File: src/rtl/ram_arbiter.sv
// ram_arbiter: shares RAM port A between the CPU (absolute priority, ROM write-protect)
// and a level-held SPI loader request that fills the gaps between CPU slots.
module ram_arbiter #(
  parameter bit WP_EN = 1'b1
) (
  input  logic        clk,
  input  logic        reset_n,
  input  logic        cpu_slot,
  input  logic        cpu_halt,
  input  logic [15:0] cpu_addr,
  input  logic        cpu_we,
  input  logic [7:0]  cpu_wdata,
  input  logic        spi_req,
  input  logic        spi_we,
  input  logic [15:0] spi_addr,
  input  logic [7:0]  spi_wdata,
  output logic        spi_busy,
  output logic        spi_done,
  output logic [7:0]  spi_rdata,
  output logic [15:0] mem_addr,
  output logic        mem_we,
  output logic [7:0]  mem_wdata,
  input  logic [7:0]  mem_rdata,
  output logic        cpu_rdata_valid,
  output logic        wp_hit
);
  typedef enum logic [1:0] {IDLE, PEND, ISSUE, CAPT} state_t;
  state_t      state;
  logic        buf_we;
  logic [15:0] buf_addr;
  logic [7:0]  buf_wdata;
  logic        cpu_v1;
  logic        cpu_go;
  logic        prot;
  assign cpu_go = cpu_slot & ~cpu_halt;
  // char ROM 0x8000-0x8FFF and BASIC/KERNAL 0xC000-0xFFFF
  assign prot = WP_EN & ((cpu_addr[15:12] == 4'h8) | (cpu_addr[15:14] == 2'b11));
  always_ff @(posedge clk or negedge reset_n) begin
    if (!reset_n) begin
      state           <= IDLE;
      buf_we          <= 1'b0;
      buf_addr        <= 16'h0000;
      buf_wdata       <= 8'h00;
      spi_busy        <= 1'b0;
      spi_done        <= 1'b0;
      spi_rdata       <= 8'h00;
      mem_addr        <= 16'h0000;
      mem_we          <= 1'b0;
      mem_wdata       <= 8'h00;
      cpu_v1          <= 1'b0;
      cpu_rdata_valid <= 1'b0;
      wp_hit          <= 1'b0;
    end else begin
      mem_we          <= 1'b0;
      wp_hit          <= 1'b0;
      spi_done        <= 1'b0;
      cpu_v1          <= cpu_go;
      cpu_rdata_valid <= cpu_v1;
      case (state)
        IDLE: if (spi_req) begin
          buf_we    <= spi_we;
          buf_addr  <= spi_addr;
          buf_wdata <= spi_wdata;
          spi_busy  <= 1'b1;
          state     <= PEND;
        end
        PEND: if (!cpu_go) begin
          mem_addr  <= buf_addr;
          mem_wdata <= buf_wdata;
          mem_we    <= buf_we;
          state     <= ISSUE;
        end
        ISSUE: state <= CAPT;
        CAPT: begin
          spi_rdata <= buf_we ? spi_rdata : mem_rdata;
          spi_done  <= 1'b1;
          spi_busy  <= 1'b0;
          state     <= IDLE;
        end
        default: state <= IDLE;
      endcase
      // the loader only issues when cpu_go is low, so this never collides
      if (cpu_go) begin
        mem_addr  <= cpu_addr;
        mem_wdata <= cpu_wdata;
        mem_we    <= cpu_we & ~prot;
        wp_hit    <= cpu_we & prot;
      end
    end
  end
endmodule

File: config.mk
export PLATFORM = sky130hd
export DESIGN_NAME = ram_arbiter
export DESIGN_NICKNAME = d
export VERILOG_FILES = /design/src/rtl/ram_arbiter.sv
export SDC_FILE = /design/constraint.sdc
export NUM_CORES = 1
export LEC_CHECK = 0
export BUFFER_PORTS_ARGS = -buffer_cell sky130_fd_sc_hd__buf_4
export CORE_MARGIN = 2
export CORE_UTILIZATION = 25
export CTS_CLUSTER_SIZE = 10
export DETAILED_ROUTE_END_ITERATION = 6
export HOLD_SLACK_MARGIN = 0.02
export PLACE_DENSITY = 0.54
export SLEW_MARGIN = 20
export SYNTH_ARGS = -nofsm -noshare
export SYNTH_HDL_FRONTEND = slang
export SYNTH_SLANG_ARGS = --single-unit
File: constraint.sdc
create_clock -name clk -period 1.55 [get_ports clk]
set_input_delay 0.3875 -clock clk [delete_from_list [all_inputs] [get_ports clk]]
set_output_delay 0.3875 -clock clk [all_outputs]
set_load 0.05 [all_outputs]
==> impl_metrics.env <==
export IMPL_drive_gt1_share_pct=51.1
export IMPL_synth_seq_cells=65
export IMPL_clkLatencyLatePin_ns=0.33
export IMPL_multiInputGateArea_um2=1010
export IMPL_yosysMostFrequentCell="dfrtp_1"
export IMPL_layout_min_cycle_time_ns=1.48
export IMPL_io_buffers=99
export IMPL_htreeDepth=3
export IMPL_grt_start_max_net_pins=30
export IMPL_pwr_share_comb_pct=51.4
export IMPL_globalplace_congestion=0.720
export IMPL_synthDistinctLibCells=19
export IMPL_rsz0062_at_grt="false"
export IMPL_ys_seq_area_share_pct=59.5
export IMPL_cts_root_buf="clkbuf_8"
export IMPL_initial_core_util_pct=25.4
export IMPL_cp_top_family="flip-flops"
export IMPL_max_clock_path_buffers=2
export IMPL_syn_area_um2=2730
export IMPL_fill_cells=1117
export IMPL_hold_viol=0
export IMPL_slew_viol_final=0
export IMPL_core_area_um2=10700
export IMPL_die_y_um=109
export IMPL_period_share_pct=95.7
export IMPL_drc=0
export IMPL_ys_flop_type="dfrtp_1"
export IMPL_cts_tree="yes"
export IMPL_critPathMaxFanout=3
export IMPL_area_growth_pct=42.1
export IMPL_grtUsageTotal_pct=11.0
export IMPL_yosys_warnings=0
export IMPL_clock_skew_ns=0.00459
export IMPL_clock_power_share_pct=14.3
export IMPL_critPathLaunchType="register"
export IMPL_cts_sinks=65
export IMPL_maxCapViolCount=0
export IMPL_switching_share_pct=42.3
export IMPL_switching_power_mw=3.61
export IMPL_grt_antenna_before_repair=0
export IMPL_critPathBufInv=1
export IMPL_die_x_um=109
export IMPL_vias_per_cell=4.19
export IMPL_gr_total_overflow=0
export IMPL_synth_edf_count=0
export IMPL_vias=1924
export IMPL_ys_top_cells_by_area="dfrtp_1 59%, mux2_2 14%, mux2i_1 9.2%"
export IMPL_mappedNetlistNets=275
export IMPL_firstDrtPassIters=4
export IMPL_async_reset_ff_share_pct=100
export IMPL_criticalPathCategory="reg -> reg"
export IMPL_dp_hpwl_um=4470
export IMPL_synth_largest_area_cell="dfrtp_1"
export IMPL_antenna_cells=0
export IMPL_grt_first_pass_wirelength_um=9580
export IMPL_postSynthCellCount=207
export IMPL_layout_nets=386
export IMPL_worstPathRequired_ns=1.77
export IMPL_status="finished, final reports clean"
export IMPL_routedWlPerCell_um=13.4
export IMPL_yosys_top_cells_count="65 x dfrtp_1, 33 x mux2_2, 27 x nand2_1, 26 x o21ai_0, 25 x mux2i_1"
export IMPL_rows=38
export IMPL_drtAntennaViolNets=0
export IMPL_tightest_slew_ns=0.361
export IMPL_cp_cell_sequence="inv_1, ha_1, and2b_2, a21oi_4, mux2_4"
export IMPL_critPathMaxStageDelay_ns=0.38
export IMPL_p_leak_nw=1.83
export IMPL_pin_count=100
export IMPL_grt_pass1_vias=1934
export IMPL_total_power_mw=8.55
export IMPL_hold_class="in -> reg"
export IMPL_postCtsResizedCells=0
export IMPL_power_frac_seq_pct=34.4
export IMPL_synth_top_cell_area_share_pct=59.5
export IMPL_critPathSlowestCell="dfrtp_1"
export IMPL_max_freq_ghz=0.674
export IMPL_setup_viol=0
export IMPL_max_slew_margin_pct=75.9
export IMPL_routed_wl_um=6150
export IMPL_cp_end_kind="register"
export IMPL_cts_made_buffers=9
export IMPL_drt_iter0_markers=64
export IMPL_intPower_mw=4.93
export IMPL_p_per_area_nw_per_um2=2200
export IMPL_cts_clk_slew_worst_paths_ns=0.06
export IMPL_syn_mean_instance_area_um2=13.2
export IMPL_cp_arrival_ns=1.70
export IMPL_peakVddDrop_mv=0.952
export IMPL_layout_area_seq_um2=1630
export IMPL_die_area_um2=11800
export IMPL_tns_ns=0
tightest hold or removal path, stage by stage:
cell and delay, ns:
buf_4 0.08, nand2_1 0.03, o21ai_0 0.05
final timing paths:
path	slack, ns	cells after the start	from	endpoint
min in group asynchronous	0.49	2	reset_n	mem_addr[10]
hold / removal	0.25	3	cpu_addr[10]	mem_addr[10]
setup / recovery	0.07	5	state[1]	state[1]
hold reg to reg	0.35	0	cpu_v1	cpu_rdata_valid
max in group asynchronous	0.55	3	reset_n	mem_addr[0]
setup reg to reg	0.07	5	state[1]	state[1]
repair_timing:
action                     in CTS  in global routing
hold endpoints to repair       23                  0
setup buffers                   0                  1
hold buffers                    1                  0
setup endpoints to repair       0                  1
registers in the layout, indices dropped and copies added (netlist names):
register / count
buf_addr: 16
buf_wdata: 8
buf_we: 1
cpu_rdata_valid: 1
cpu_v1: 1
mem_addr: 16
mem_wdata: 8
mem_we: 1
spi_busy: 1
spi_done: 1
spi_rdata: 8
state: 2
wp_hit: 1
power by group through the flow:
stage	Combinational [mW]	Clock (mW)	Sequential (mW)
floorplan	1.53	0	4.46
global placement	4.37	0	2.96
detailed placement	4.43	0	2.98
CTS	4.43	1.29	2.96
global route	4.68	1.35	3.06
finish	4.39	1.22	2.94
stage by stage:
stage               worst slack, ns  hold WS (ns)  util, %  std cells  instance area [um2]
floorplan                     0.123        0.0919        -        207                 2730
global placement             0.0819         0.315     34.5        445                 3710
detailed placement           0.0647         0.318     34.5        445                 3710
CTS                          0.0414         0.231     36.1        458                 3880
global route                 0.0146         0.234     36.2        459                 3880
finish                       0.0667         0.254     36.2        459                 3880
placed cells by master, fill, tap and decap left out, drive strengths merged:
| cell | instances |
|---|---|
| nand2 | 28 |
| ha | 5 |
| o21ai | 26 |
| clkbuf | 11 |
| mux2i | 25 |
| a31o | 1 |
| inv | 2 |
| nor2 | 4 |
| clkinv | 1 |
| dlygate4sd3 | 1 |
| and2b | 1 |
| a21oi | 2 |
| nor2b | 2 |
| buf | 111 |
| mux2 | 34 |
| dfrtp | 65 |
kinds of logic (layout without fill, tap and decap cells):
kind of cell,count (synthesis),in the layout,share of synthesized area (%)
flip-flops,65,65,59.5
multiplexers,59,59,23.3
AND/OR/NAND/NOR,35,35,5.26
AO/OA/AOI/OAI,29,29,5.86
buffers and inverters,14,126,3.80
adder cells (fa/ha/maj),5,5,2.29
final cells by class:
class,count,area share [%]
multi-input cells,128,26.1
repair buffers,112,23.3
well taps,140,4.51
clock buffers,11,3.90
clock inverters,1,0.129
inverters,2,0.193
flip-flops and latches,65,41.9
routing by layer:
metal / vias to the layer above / global-route usage, % / routed length [um]
met5: - / 0 / 0
met3: 11 / 3.74 / 427
met2: 60 / 16.9 / 2840
met4: 0 / 5.22 / 98
li1: 932 / - / -
met1: 921 / 13.8 / 2780
Power figures use the tool's default switching activity.
